## src/rtl/memory_access_stage_pkg.sv

```systemverilog
// Shared encodings for the MEM stage: result-select codes and the
// data-memory handshake state codes.
package memory_access_stage_pkg;

    localparam int WORD_SIZE = 32;

    // ResultSrc encodings (11 is unused and selects zero)
    localparam logic [1:0] RESULT_ALU = 2'b00;
    localparam logic [1:0] RESULT_MEM = 2'b01;
    localparam logic [1:0] RESULT_PC4 = 2'b10;

    // Data-memory handshake states
    typedef enum logic [1:0] {
        MEMST_IDLE  = 2'b00,
        MEMST_BUSY  = 2'b01,
        MEMST_ABORT = 2'b10
    } memst_e;

endpackage

```

## src/rtl/memory_access_stage_handshake.sv

```systemverilog
// dmem_handshake: req/ack sequencing for the data-memory port.
// Tracks how long a request has been waiting, raises a stall while the
// memory has not acknowledged, and forces a one-cycle abort once the
// request has waited TIMEOUT cycles without an ack.
//
// Handshake: dmem_req is asserted whenever an aligned memory op sits in M
// (and the stage is not aborting); a transfer completes in any cycle where
// req and ack are both high. ack with req low is ignored. While req is high
// and ack low the stage stalls, and upstream holds every M input stable.
module dmem_handshake
    import memory_access_stage_pkg::*;
#(
    parameter int TIMEOUT = 16,
    parameter int CW      = 5
) (
    input  logic   clk,
    input  logic   rst,
    input  logic   req_valid,
    input  logic   ack,
    output logic   req,
    output logic   stall,
    output logic   abort,
    output memst_e state
);

    logic [CW-1:0] wait_cnt;

    // Request is combinational so a zero-wait memory completes in one cycle;
    // rst gates it so an asynchronous reset drops the request at once.
    assign req   = req_valid & (state != MEMST_ABORT) & ~rst;
    assign stall = req & ~ack;
    assign abort = (state == MEMST_ABORT);

    // Handshake FSM with the timeout counter; an ack in the expiry cycle wins.
    always_ff @(posedge clk or posedge rst) begin
        if (rst) begin
            state    <= MEMST_IDLE;
            wait_cnt <= '0;
        end else begin
            case (state)
                MEMST_IDLE: begin
                    if (req && !ack) begin
                        state    <= MEMST_BUSY;
                        wait_cnt <= CW'(1);
                    end
                end
                MEMST_BUSY: begin
                    if (!req || ack) begin
                        state    <= MEMST_IDLE;
                        wait_cnt <= '0;
                    end else if (wait_cnt == CW'(TIMEOUT - 1)) begin
                        state    <= MEMST_ABORT;
                        wait_cnt <= '0;
                    end else begin
                        wait_cnt <= wait_cnt + CW'(1);
                    end
                end
                MEMST_ABORT: begin
                    state    <= MEMST_IDLE;
                    wait_cnt <= '0;
                end
                default: begin
                    state    <= MEMST_IDLE;
                    wait_cnt <= '0;
                end
            endcase
        end
    end

endmodule

```

## src/rtl/memory_access_stage.sv

```systemverilog
// RISC-V MEM stage: drives the data-memory port for loads and stores,
// holds the M->W pipeline registers, produces ResultW for writeback and
// forwarding, and traps misaligned accesses and memory timeouts.
module memory_access_stage
    import memory_access_stage_pkg::*;
#(
    parameter int DW      = WORD_SIZE,
    parameter int TIMEOUT = 16,
    parameter int CW      = 5
) (
    input  logic          clk,
    input  logic          rst,
    input  logic [DW-1:0] ALUResultM,
    input  logic [DW-1:0] WriteDataM,
    input  logic [DW-1:0] PCPlus4M,
    input  logic [4:0]    RdM,
    input  logic          RegWriteM,
    input  logic          MemWriteM,
    input  logic [1:0]    ResultSrcM,
    output logic          dmem_req,
    output logic          dmem_we,
    output logic [DW-1:0] dmem_addr,
    output logic [DW-1:0] dmem_wdata,
    input  logic          dmem_ack,
    input  logic [DW-1:0] dmem_rdata,
    output logic          StallM,
    output logic [DW-1:0] ALUResultW,
    output logic [DW-1:0] ReadDataW,
    output logic [DW-1:0] PCPlus4W,
    output logic [4:0]    RdW,
    output logic          RegWriteW,
    output logic [1:0]    ResultSrcW,
    output logic [DW-1:0] ResultW,
    output logic          misaligned,
    output logic          bus_error,
    output memst_e        mem_state
);

    logic is_load;
    logic mem_op;
    logic aligned;
    logic abort;
    logic bubble;

    assign is_load = (ResultSrcM == RESULT_MEM);
    assign mem_op  = MemWriteM | is_load;
    assign aligned = (ALUResultM[1:0] == 2'b00);

    dmem_handshake #(
        .TIMEOUT (TIMEOUT),
        .CW      (CW)
    ) u_handshake (
        .clk       (clk),
        .rst       (rst),
        .req_valid (mem_op & aligned),
        .ack       (dmem_ack),
        .req       (dmem_req),
        .stall     (StallM),
        .abort     (abort),
        .state     (mem_state)
    );

    assign dmem_we    = MemWriteM;
    assign dmem_addr  = ALUResultM;
    assign dmem_wdata = WriteDataM;

    // A misaligned memory op never reaches the bus; it is flagged for one cycle.
    assign misaligned = mem_op & ~aligned & ~rst;

    // The M instruction does not retire while waiting, aborting or trapped.
    assign bubble = StallM | abort | misaligned;

    // M->W pipeline register; a bubble only clears RegWriteW.
    always_ff @(posedge clk or posedge rst) begin
        if (rst) begin
            ALUResultW <= '0;
            ReadDataW  <= '0;
            PCPlus4W   <= '0;
            RdW        <= '0;
            RegWriteW  <= 1'b0;
            ResultSrcW <= RESULT_ALU;
        end else if (bubble) begin
            RegWriteW  <= 1'b0;
        end else begin
            ALUResultW <= ALUResultM;
            PCPlus4W   <= PCPlus4M;
            RdW        <= RdM;
            RegWriteW  <= RegWriteM;
            ResultSrcW <= ResultSrcM;
            if (is_load && dmem_req && dmem_ack) begin
                ReadDataW <= dmem_rdata;
            end
        end
    end

    // Sticky record that some request was abandoned after the timeout.
    always_ff @(posedge clk or posedge rst) begin
        if (rst) begin
            bus_error <= 1'b0;
        end else if (abort) begin
            bus_error <= 1'b1;
        end
    end

    // Writeback result select (3-to-1; the unused code yields zero).
    always_comb begin
        ResultW = '0;
        case (ResultSrcW)
            RESULT_ALU: ResultW = ALUResultW;
            RESULT_MEM: ResultW = ReadDataW;
            RESULT_PC4: ResultW = PCPlus4W;
            default:    ResultW = '0;
        endcase
    end

endmodule
```

## config.mk

```make
export PLATFORM = sky130hd
export DESIGN_NAME = memory_access_stage
export DESIGN_NICKNAME = d
export VERILOG_FILES = /design/src/rtl/memory_access_stage_pkg.sv /design/src/rtl/memory_access_stage_handshake.sv /design/src/rtl/memory_access_stage.sv
export SDC_FILE = /design/constraint.sdc
export NUM_CORES = 1
export LEC_CHECK = 0
export BUFFER_PORTS_ARGS = -buffer_cell sky130_fd_sc_hd__buf_4
export CORE_ASPECT_RATIO = 1.25
export CORE_MARGIN = 10
export CORE_UTILIZATION = 35
export CTS_BUF_LIST = sky130_fd_sc_hd__clkbuf_16
export CTS_CLUSTER_DIAMETER = 60
export CTS_CLUSTER_SIZE = 8
export DETAILED_ROUTE_END_ITERATION = 8
export HOLD_SLACK_MARGIN = 0.15
export PLACE_DENSITY_LB_ADDON = 0.3
export REMOVE_ABC_BUFFERS = 1
export SYNTH_ARGS = -nofsm -noshare
export SYNTH_HDL_FRONTEND = slang
export SYNTH_HIERARCHICAL = 1
export SYNTH_SLANG_ARGS = --single-unit
```

## constraint.sdc

```tcl
create_clock -name clk -period 6.4 [get_ports clk]
set_clock_uncertainty 0.1 [all_clocks]
set_input_delay 0.96 -clock clk [delete_from_list [all_inputs] [get_ports clk]]
set_output_delay 0.96 -clock clk [all_outputs]
set_load 0.01 [all_outputs]
```

## Word-level counts from Yosys, hierarchy flattened

Index checks and enable logic that the tools add are counted.

- Bits of input ports: 140
- Bits in registers: 112
- Output and inout bits: 207
- Logic and storage cells: 53

- Muxes and demuxes: 10
- $add $sub $neg: 1
- Equal/unequal tests: 9
- Bitwise gates (word level): 13
- Reductions and logical operators: 11

Operator list:

| cell | number |
|---|---|
| 32-bit case mux with 3 select lines | 1 |
| 5-bit 2-to-1 mux | 3 |
| 5-bit case mux with 2 select lines | 1 |
| 1-bit bitwise AND | 6 |
| 2-bit by 1-bit == test with 1-bit output, second input constant | 3 |
| 2-bit zero test | 3 |
| 2-bit 2-to-1 mux | 3 |
| 5-bit by 1-bit adder with 5-bit output, second input constant | 1 |
| 5-bit by 4-bit == test with 1-bit output, second input constant | 1 |
| 2-bit == test, second input constant | 2 |
| 1-bit inverter | 4 |
| 2-bit case mux with 2 select lines | 1 |
| 2-bit AND reduction | 2 |
| 1-bit logical AND | 3 |
| 3-bit by 1-bit inequality test with 1-bit output, second input constant | 1 |
| 1-bit OR | 3 |
| 1-bit zero test | 2 |
| 2-bit by 1-bit inequality test with 1-bit output, second input constant | 1 |
| 2-bit inequality test, second input constant | 1 |
| 1-bit logical OR | 1 |
| 1-bit 2-to-1 mux | 1 |

## Depth between registers and ports, before layout

Gate-level depths: netlist of the first run.

- Depth after elaboration: 10
- Depth in mapped cells: 12
- Depth with buffers taken out: 7

## Hierarchy

The synthesis of the first run kept the hierarchy.

Modules (own cells, without submodules):

| module | cells an instance | times used | area each (sq um) |
|---|---|---|---|
| memory_access_stage | 665 | 1 | 6,157.2 |
| dmem_handshake | 41 | 1 | 394.1 |

## Least setup slack after synthesis of the first run

OpenSTA, ideal clock, no wires.

- Path type: input-to-reg
- From: input port rst
- To: register ALUResultW[29]
- Data arrival time: 4,903 ps
- Setup time: 97 ps
- Setup slack: 1,299 ps
- Stages: 4
- Cells stage by stage: inv_2 clkbuf_1 o2111ai_1 o211ai_1

- Longest elaborated chain between the ends: 5
- Elaborated cells on any way between the ends: 6
- Classes of those cells: bitwise: 6

RTL lines:

| element | RTL line | source |
|---|---|---|
| start, declared | memory_access_stage.sv:12 | `input logic rst,` |
| 1-bit inverter (*) | memory_access_stage_handshake.sv:30, memory_access_stage.sv:68 |  |
| 1-bit bitwise AND | memory_access_stage_handshake.sv:30 | `assign req = req_valid & (state != MEMST_ABORT) & ~rst;` |
| 1-bit bitwise AND | memory_access_stage_handshake.sv:31 | `assign stall = req & ~ack;` |
| 1-bit OR | memory_access_stage.sv:71 | `assign bubble = StallM \| abort \| misaligned;` |
| 1-bit OR (*) | memory_access_stage.sv:71 |  |
| end signal, assigned | memory_access_stage.sv:85 | `ALUResultW <= ALUResultM;` |
| end, declared | memory_access_stage.sv:27 | `output logic [DW-1:0] ALUResultW,` |

Every way passes the cells marked *; elsewhere a longest branch is shown, timed or not.
A chain may end at the register's enable or synchronous reset.

## Worst setup path in the final report of the first run

- From: input port ALUResultM[0]
- To: register PCPlus4W[19]

- Longest elaborated chain between the ends: 7
- Elaborated cells on any way between the ends: 10
- Classes of those cells: bitwise: 9; reduce/logical: 1

RTL lines:

| element | RTL line | source |
|---|---|---|
| start, declared | memory_access_stage.sv:13 | `input logic [DW-1:0] ALUResultM,` |
| 2-bit zero test (*) | memory_access_stage.sv:47 | `assign aligned = (ALUResultM[1:0] == 2'b00);` |
| 1-bit bitwise AND | memory_access_stage.sv:55 | `.req_valid (mem_op & aligned),` |
| 1-bit bitwise AND (2 in a row) | memory_access_stage_handshake.sv:30 |  |
| 1-bit bitwise AND | memory_access_stage_handshake.sv:31 |  |
| 1-bit OR | memory_access_stage.sv:71 |  |
| 1-bit OR (*) | memory_access_stage.sv:71 |  |
| end signal, assigned | memory_access_stage.sv:86 | `PCPlus4W <= PCPlus4M;` |
| end, declared | memory_access_stage.sv:29 | `output logic [DW-1:0] PCPlus4W,` |

Marked as above.

==> impl_metrics.toml, run 1 <==
[cts]
cts.path.max_buffers = 2
numCtsBuffers = 9
post-cts-setup-buffers = 0
cts_htree_levels = 3
cts_root_buf = "clkbuf_16"
hold_buffers = 0
clk_pin_slew_ns = 0.08
cts_tree = "yes"
cts_sinks = 112
post_cts_resized = 0
clk_latency_ns = 0.35

[critical_path]
worstPathMaxFanout = 72
endpoint_kind = "flip-flop"
critPathLaunchType = "input pin"
crit_required_ns = 6.56
path_class = "in2reg"
arrival_ns = 4.28

[sta]
tns_ns = 0
whs_ns = 0.3762
tightest_slew_ns = 0.9827
relSlewSlack_pct = 34.34
setup_viol = 0
max_freq_mhz = 242.7
fin_ws_ns = 2.279
finalMaxSlewViolations = 0
rsz0062_at_grt = "false"
period_share_pct = 64.39
min_period_ns = 4.121
hold_viol = 0

[place]
dp_cells = 1091
dpl-instance-area_sq_um = 8280
dp_slack_ns = 1.886
port_buffers = 282
hpwl_microns = 16480
routabilityCongestion = 0.7686

[cells_and_area]
final_util_pct = 47.07
fillers = 1796
drive_gt1_share_pct = 36.22
fin_cells = 1106
final_nets = 1015
syn_to_final_growth_pct = 31.04
antenna_cells = 0
stdcell_area_sq_um = 8584

[route]
drt-initial-drc-count = 363
wl_per_cell_microns = 21.67
remaining_drc_errors = 0
post_drt_via_cell_ratio = 5.479
wl_microns = 23970
ant_nets = 0
first_pass_iters = 5
vias = 6060

[power]
vdd_ir_drop_max_v = 0.0001059
pwr-share-seq_pct = 43.0
power_frac_comb_pct = 26.9
switching_share_pct = 30.45
power_density_nw_per_um2 = 231.9
leakage_nw = 4.025
intPower_mw = 1.385
power_mw = 1.991
p_clk_share_pct = 30.1
power.switching_uw = 606.2

[flow_run]
drv_cap = 0

[synthesis]
synth_compound_area_share_pct = 21.07
async_reset_ff_share_pct = 100.0
synth_top_family_by_area = "compound AO/OA/AOI/OAI gates"
synth_cell_type_count = 37
synth_area_leaders = "dfrtp_1 (43%), nand2_1 (10%), o2111ai_1 (9.5%)"
synthAdderAreaFrac_pct = 0.1910
yosys_warnings = 6
synth_top_cell_by_area = "dfrtp_1"
ys_seq_area_share_pct = 42.78
synth_xor_area_share_pct = 0.2674
synthCells = 706
ys.flop_type = "dfrtp_1"
synth_simple_gate_area_share_pct = 13.27
netlist.area_leader.share_pct = 42.78
synth_edf_count = 0
syn_area_sq_um = 6551
synth.area.mux_share_pct = 10.39
synth_area_per_cell_sq_um = 9.279
ys_seq_elements = 112

[global_route]
grt_pass1_wl_microns = 37010
grt_usage_pct = 18.63
grt_max_degree = 77
antenna_found_initial = 0
grt-ovfl-total = 0
first_global_vias = 6179

[floorplan]
fp.coreArea_sq_um = 18240
num_io_pins = 347
initial_core_util_pct = 35.92
die-area_sq_um = 24620
die_x_microns = 142.4
fp.dieH_microns = 173.0
core.rowCount = 55

[status]
outcome = "finished, final reports clean"

[worst_hold_path]
min_path_type = "reg2reg"
[critical path, stage by stage]
cell and delay [ns]:
buf_4 0.13, or2_2 0.28, buf_4 0.38, a21oi_1 0.28, or3b_1 0.51, nor2_1 0.31
or2_2 0.71, buf_4 0.47, nand2_1 0.10, o211ai_1 0.11
[cell usage in the layout, fill, tap and decap left out, drive strengths merged, types with 2 or more instances in the layout]
master   count
nand2      176
nor2b        3
mux2i       32
nand3b       2
o2111ai     71
nor3         2
nor2         5
a21oi        5
inv          6
nand3        5
clkbuf       9
nand2b       3
o21ai       32
dfrtp      112
or2          3
o211ai      71
buf        292
mux2        32
bufinv       2
nor3b        2
[cell families (layout without fill, tap and decap cells)]
logic type,count (synthesis),count (layout)
fa+ha+maj,1,1
flops,112,112
xor+xnor,2,2
simple gates,206,206
mux,64,64
buf+inv,138,310
compound gates,183,183
[state kept, by name, indices dropped and copies added (netlist names)]
register	flops
ALUResultW	32
PCPlus4W	32
RdW	5
ReadDataW	32
RegWriteW	1
ResultSrcW	2
bus_error	1
u_handshake/state	2
u_handshake/wait_cnt	5
[final cells by class]
class / instances / area, sq um / area share, %
Sequential cell: 112 / 2804 / 32.66
Inverter: 3 / 16.27 / 0.1895
Multi-Input combinational cell: 456 / 2983 / 34.75
Tap cell: 228 / 285.3 / 3.323
Timing Repair Buffer: 292 / 2192 / 25.54
Clock inverter: 6 / 78.83 / 0.9182
Clock buffer: 9 / 225.2 / 2.624
[per-layer routing]
layer	vias to the layer above	track usage, %	share of wire (%)
met5	-	0.8403	0
met4	0	3.801	1.0
met3	16	8.635	11
met2	251	28.15	47
met1	2964	23.74	42
li1	2829	-	-
[synthesized netlist by cell type, types with 3 or more instances]
cell type	n
buf_1	5
buf_2	18
nand2_1	176
mux2i_1	32
or2_2	3
clkbuf_1	46
dfrtp_1	112
mux2_1	30
nand3_1	5
nor2_1	4
nand2b_1	3
o2111ai_1	71
nor2b_1	3
o211ai_1	71
a21oi_1	4
o21ai_0	32
buf_4	66
[power groups by stage]
stage / sequential [mW] / combinational, mW / clock, mW
final: 0.857 / 0.536 / 0.598
after CTS: 0.857 / 0.548 / 0.617
after global placement: 0.867 / 0.543 / 0
after global routing: 0.871 / 0.587 / 0.646
after detailed placement: 0.870 / 0.548 / 0
after floorplan: 0.902 / 0.182 / 0
[worst paths after layout]
path	slack, ns	from	endpoint	cells past startpoint
max in group asynchronous	4.48	rst	ReadDataW[27]$_DFFE_PP0P_	3
worst min register to register	0.38	bus_error$_DFFE_PP0P_	bus_error$_DFFE_PP0P_	1
min in group asynchronous	0.49	rst	u_handshake/wait_cnt[3]$_DFFE_PP0P_	2
worst min-delay path	0.38	bus_error$_DFFE_PP0P_	bus_error$_DFFE_PP0P_	1
worst max-delay path	2.28	ALUResultM[0]	PCPlus4W[19]$_DFFE_PP0N_	10
worst max register to register	3.68	u_handshake/state[1]$_DFFE_PP0P_	ReadDataW[27]$_DFFE_PP0P_	5
(Power assumes the default switching activity.)
==> run 2, diff against run 1 <==
clock period = 3.9 ns   (was 6.4 ns; I/O delays follow)
==> impl_metrics.toml, run 2 (synthesis gave the netlist of run 1 again) <==
[floorplan]
die_x_microns = 142.4
fp.coreArea_sq_um = 18240
initial_core_util_pct = 35.92
core.rowCount = 55
die-area_sq_um = 24620
num_io_pins = 347
fp.dieH_microns = 173.0

[sta]
max_freq_mhz = 335.5
hold_viol = 0
min_period_ns = 2.981
rsz0062_at_grt = "false"
relSlewSlack_pct = 41.32
tns_ns = 0
finalMaxSlewViolations = 0
period_share_pct = 76.43
setup_viol = 0
tightest_slew_ns = 0.8802

[worst_hold_path]
min_path_type = "in2reg"
min_from = "dmem_rdata[26]"
hold_end = "ReadDataW[26]$_DFFE_PP0P_"
hold_path_depth = 2

[power]
power_density_nw_per_um2 = 373.1
power_mw = 3.221
vdd_ir_drop_max_v = 0.0002560
leakage_nw = 4.040

[global_route]
first_global_vias = 6272
grt_usage_pct = 19.02
antenna_found_initial = 0
grt_pass1_wl_microns = 37850
grt_max_degree = 73
grt-ovfl-total = 0

[critical_path]
critPathLaunchType = "input pin"
endpoint_kind = "output port"
arrival_ns = 2.30
max_stage_delay_ns = 0.53
crit_chain = "dlygate4sd3_1, buf_4, or3b_1, nor2_1, buf_4"
path_class = "in2out"
worstPathMaxFanout = 8
crit_path_frequent_cell = "buf_4"
critPathBufInv = 3
crit_family = "buffers and inverters"
crit_required_ns = 3.21
ff2ff_setup_slack_ns = 1.12
worstReg2RegEnd = "ReadDataW[27]$_DFFE_PP0P_"
critPathLaunch = "rst"
critPathSlowestCell = "dlygate4sd3_1"
r2r_cells = 5
r2r-start = "u_handshake/state[0]$_DFFE_PP0P_"

[route]
wl_microns = 24090
first_pass_iters = 4
drt-initial-drc-count = 437
vias = 6084
post_drt_via_cell_ratio = 5.476
wl_per_cell_microns = 21.68
ant_nets = 0
remaining_drc_errors = 0

[cts]
cts_sinks = 112
cts_tree = "yes"
cts_htree_levels = 3
numCtsBuffers = 9
clk_pin_slew_ns = 0.08
cts.path.max_buffers = 2
post-cts-setup-buffers = 0
post_cts_resized = 0
clk_latency_ns = 0.35
hold_buffers = 1
cts_root_buf = "clkbuf_16"

[cells_and_area]
register_area_sq_um = 2804
drive_gt1_share_pct = 36.58
largestRegisters = "ALUResultW: 32 flops, PCPlus4W: 32 flops, ReadDataW: 32 flops"
final_nets = 1020
antenna_cells = 0
fin_cells = 1111
final_cell_mix = "buf_4 (294), nand2_1 (176), dfrtp_1 (111)"
layout_commonest_cell = "buf_4"
syn_to_final_growth_pct = 31.76
fillers = 1772
multi_input_area_sq_um = 2983
final_util_pct = 47.33

[flow_run]
drv_cap = 0

[place]
port_buffers = 282
hpwl_microns = 16850
dp_cells = 1095
routabilityCongestion = 0.7702

[status]
outcome = "finished, final reports clean"
-- run 2: metrics by stage --
stage	cell area, sq um	hold WS (ns)	worst slack, ns
global placement	8335	0.3533	0.7287
global route	8632	0.3221	0.8460
CTS	8632	0.3211	0.9287
finish	8632	0.3378	0.9192
detailed placement	8335	0.3557	0.6770
floorplan	5774	0.2884	-1.157
-- run 2: area by class of cell --
cell class	instances	share of cell area [%]
clock buffer	9	2.609
clock inverter	6	0.7102
inverter	3	0.1884
multi-input combinational	456	34.56
sequential	112	32.48
tap	228	3.305
timing repair buffer	297	26.15
-- run 2: per-layer routing --
| layer | vias up | part of all wire [%] | global-route usage, % |
|---|---|---|---|
| li1 | 2841 | - | - |
| met1 | 2961 | 42 | 24.43 |
| met2 | 268 | 46 | 28.73 |
| met3 | 14 | 11 | 8.827 |
| met4 | 0 | 0.74 | 3.421 |
| met5 | - | 0 | 0.8403 |
-- run 2: power breakdown --
part	internal [mW]	switching (mW)	leakage [nW]	total, mW
registers	1.29	0.122	1.40	1.41
clock network	0.494	0.432	0.137	0.925
logic	0.440	0.448	2.50	0.888
-- run 2: how the worst max path moves through the flow --
stage,endpoint,slack [ns],cells past startpoint
after floorplan,ReadDataW[0]$_DFFE_PP0P_,-1.16,3
after global placement,ReadDataW[31]$_DFFE_PP0P_,0.73,8
after detailed placement,ReadDataW[31]$_DFFE_PP0P_,0.68,8
after CTS,StallM,0.93,5
after global routing,ReadDataW[31]$_DFFE_PP0P_,0.85,7
final,StallM,0.92,5
==> run 3, diff against run 2 <==
clock period = 2.83 ns   (was 3.9 ns; I/O delays follow)
==> impl_metrics.toml, run 3 (synthesis gave the netlist of run 1 again) <==
[global_route]
grt_pass1_wl_microns = 37190
first_global_vias = 6340
grt_usage_pct = 18.81
antenna_found_initial = 0
grt-ovfl-total = 0
grt_max_degree = 73

[floorplan]
fp.dieH_microns = 173.0
die_x_microns = 142.4
initial_core_util_pct = 35.92
fp.coreArea_sq_um = 18240
die-area_sq_um = 24620
core.rowCount = 55
num_io_pins = 347

[cells_and_area]
largestRegisters = "ALUResultW: 32 flops, PCPlus4W: 32 flops, ReadDataW: 32 flops"
fillers = 1729
layout_commonest_cell = "buf_4"
syn_to_final_growth_pct = 34.26
antenna_cells = 0
register_area_sq_um = 2804
multi_input_area_sq_um = 2983
final_nets = 1032
drive_gt1_share_pct = 37.50
fin_cells = 1124
final_cell_mix = "buf_4 (301), nand2_1 (176), dfrtp_1 (111)"

[route]
first_pass_iters = 6
remaining_drc_errors = 0
post_drt_via_cell_ratio = 5.422
wl_microns = 24290
vias = 6094
drt-initial-drc-count = 304
ant_nets = 0
wl_per_cell_microns = 21.61

[power]
power_density_nw_per_um2 = 512.0
power.switching_mw = 1.422
intPower_mw = 3.081
leakage_nw = 4.136
vdd_ir_drop_max_v = 0.0002745
switching_share_pct = 31.59
p_clk_share_pct = 29.4
power_frac_comb_pct = 27.4
pwr-share-seq_pct = 43.2

[cts]
clk_latency_ns = 0.36
cts_tree = "yes"
cts_htree_levels = 3
numCtsBuffers = 9
clk_pin_slew_ns = 0.08
cts_sinks = 112
post_cts_resized = 0
cts.path.max_buffers = 2
cts_root_buf = "clkbuf_16"

[flow_run]
drv_cap = 0

[critical_path]
crit_chain = "dlygate4sd3_1, buf_4, or3b_1, nor2_1, buf_4"
r2r_cells = 6
max_stage_delay_ns = 0.53
critPathLaunchType = "input pin"
arrival_ns = 2.00
worstPathMaxFanout = 6
path_class = "in2out"
crit_required_ns = 2.31
crit_path_frequent_cell = "buf_4"
cp.depth = 5
endpoint_kind = "output port"
critPathBufInv = 3
crit_family = "buffers and inverters"
critPathSlowestCell = "dlygate4sd3_1"

[sta]
hold_viol = 0
max_freq_mhz = 396.7
rsz0062_at_grt = "false"
period_share_pct = 89.07
min_period_ns = 2.521
tns_ns = 0
relSlewSlack_pct = 45.98
whs_ns = 0.1714
finalMaxSlewViolations = 0
tightest_slew_ns = 0.8103
setup_viol = 0

[place]
dp_cells = 1107
hpwl_microns = 17630
routabilityCongestion = 0.7777
port_buffers = 282

[worst_hold_path]
min_path_type = "in2reg"
hold_path_depth = 2

[status]
outcome = "finished, final reports clean"
run 3: changes by cell type in the layout (fill, tap and decap cells not counted):
cell	previous run	this run
buf_12	2	7
buf_4	294	301
clkinv_1	1	0
clkinv_4	0	3
clkinvlp_4	2	0
inv_1	3	4
run 3: area by class of cell:
type	count	area share [%]
Clock buffer	9	2.560
Clock inverter	7	0.8250
Inverter	3	0.1849
Multi-Input combinational cell	456	33.91
Sequential cell	112	31.88
Tap cell	228	3.243
Timing Repair Buffer	309	27.40
run 3: worst reg2reg max path, delay by kind of cell (launching register included):
| family | cells | cell delay (ns) |
|---|---|---|
| AO/OA/AOI/OAI | 1 | 0.20 |
| buffers and inverters | 1 | 0.66 |
| flip-flops | 1 | 0.39 |
| AND/OR/NAND/NOR | 4 | 0.85 |
run 3: repair_timing:
| action | 4_1_cts | 5_1_grt |
|---|---|---|
| hold endpoints to repair | 26 | 0 |
| hold buffers | 1 | 0 |
| buffers inserted | 0 | 0 |
run 3: power groups by stage:
stage | combinational [mW] | clock [mW] | sequential, mW
2_1_floorplan | 0.411 | 0 | 2.04
6_report | 1.24 | 1.32 | 1.95
4_1_cts | 1.26 | 1.37 | 1.95
3_3_place_gp | 1.24 | 0 | 1.97
3_5_place_dp | 1.26 | 0 | 1.98
5_1_grt | 1.35 | 1.43 | 1.98
run 3: worst paths after layout:
| check | start | endpoint | slack, ns |
|---|---|---|---|
| worst max-delay path | rst | StallM | 0.31 |
| worst min-delay path | dmem_rdata[11] | ReadDataW[11]$_DFFE_PP0P_ | 0.17 |
| worst max register to register | u_handshake/state[0]$_DFFE_PP0P_ | ALUResultW[19]$_DFFE_PP0N_ | 0.55 |
| worst min register to register | bus_error$_DFFE_PP0P_ | bus_error$_DFFE_PP0P_ | 0.38 |
| max in group asynchronous | rst | PCPlus4W[17]$_DFFE_PP0N_ | 1.54 |
| min in group asynchronous | rst | u_handshake/state[0]$_DFFE_PP0P_ | 0.49 |
run 3: stage by stage:
stage	utilization (%)	cell area (sq um)	total power, mW	worst slack [ns]
global placement	46.55	8488	3.213	0.1937
detailed placement	46.55	8488	3.233	0.1359
global route	48.23	8796	4.752	0.2237
CTS	48.23	8796	4.572	0.3080
floorplan	-	5774	2.451	-2.067
finish	48.23	8796	4.503	0.3094
run 3: per-layer routing:
| metal | GRT usage (%) | wire [microns] | vias up |
|---|---|---|---|
| met5 | 0 | 0 | - |
| met1 | 23.45 | 10290 | 2953 |
| met2 | 28.86 | 11190 | 256 |
| met3 | 8.854 | 2535 | 16 |
| met4 | 4.181 | 274 | 0 |
| li1 | - | - | 2869 |
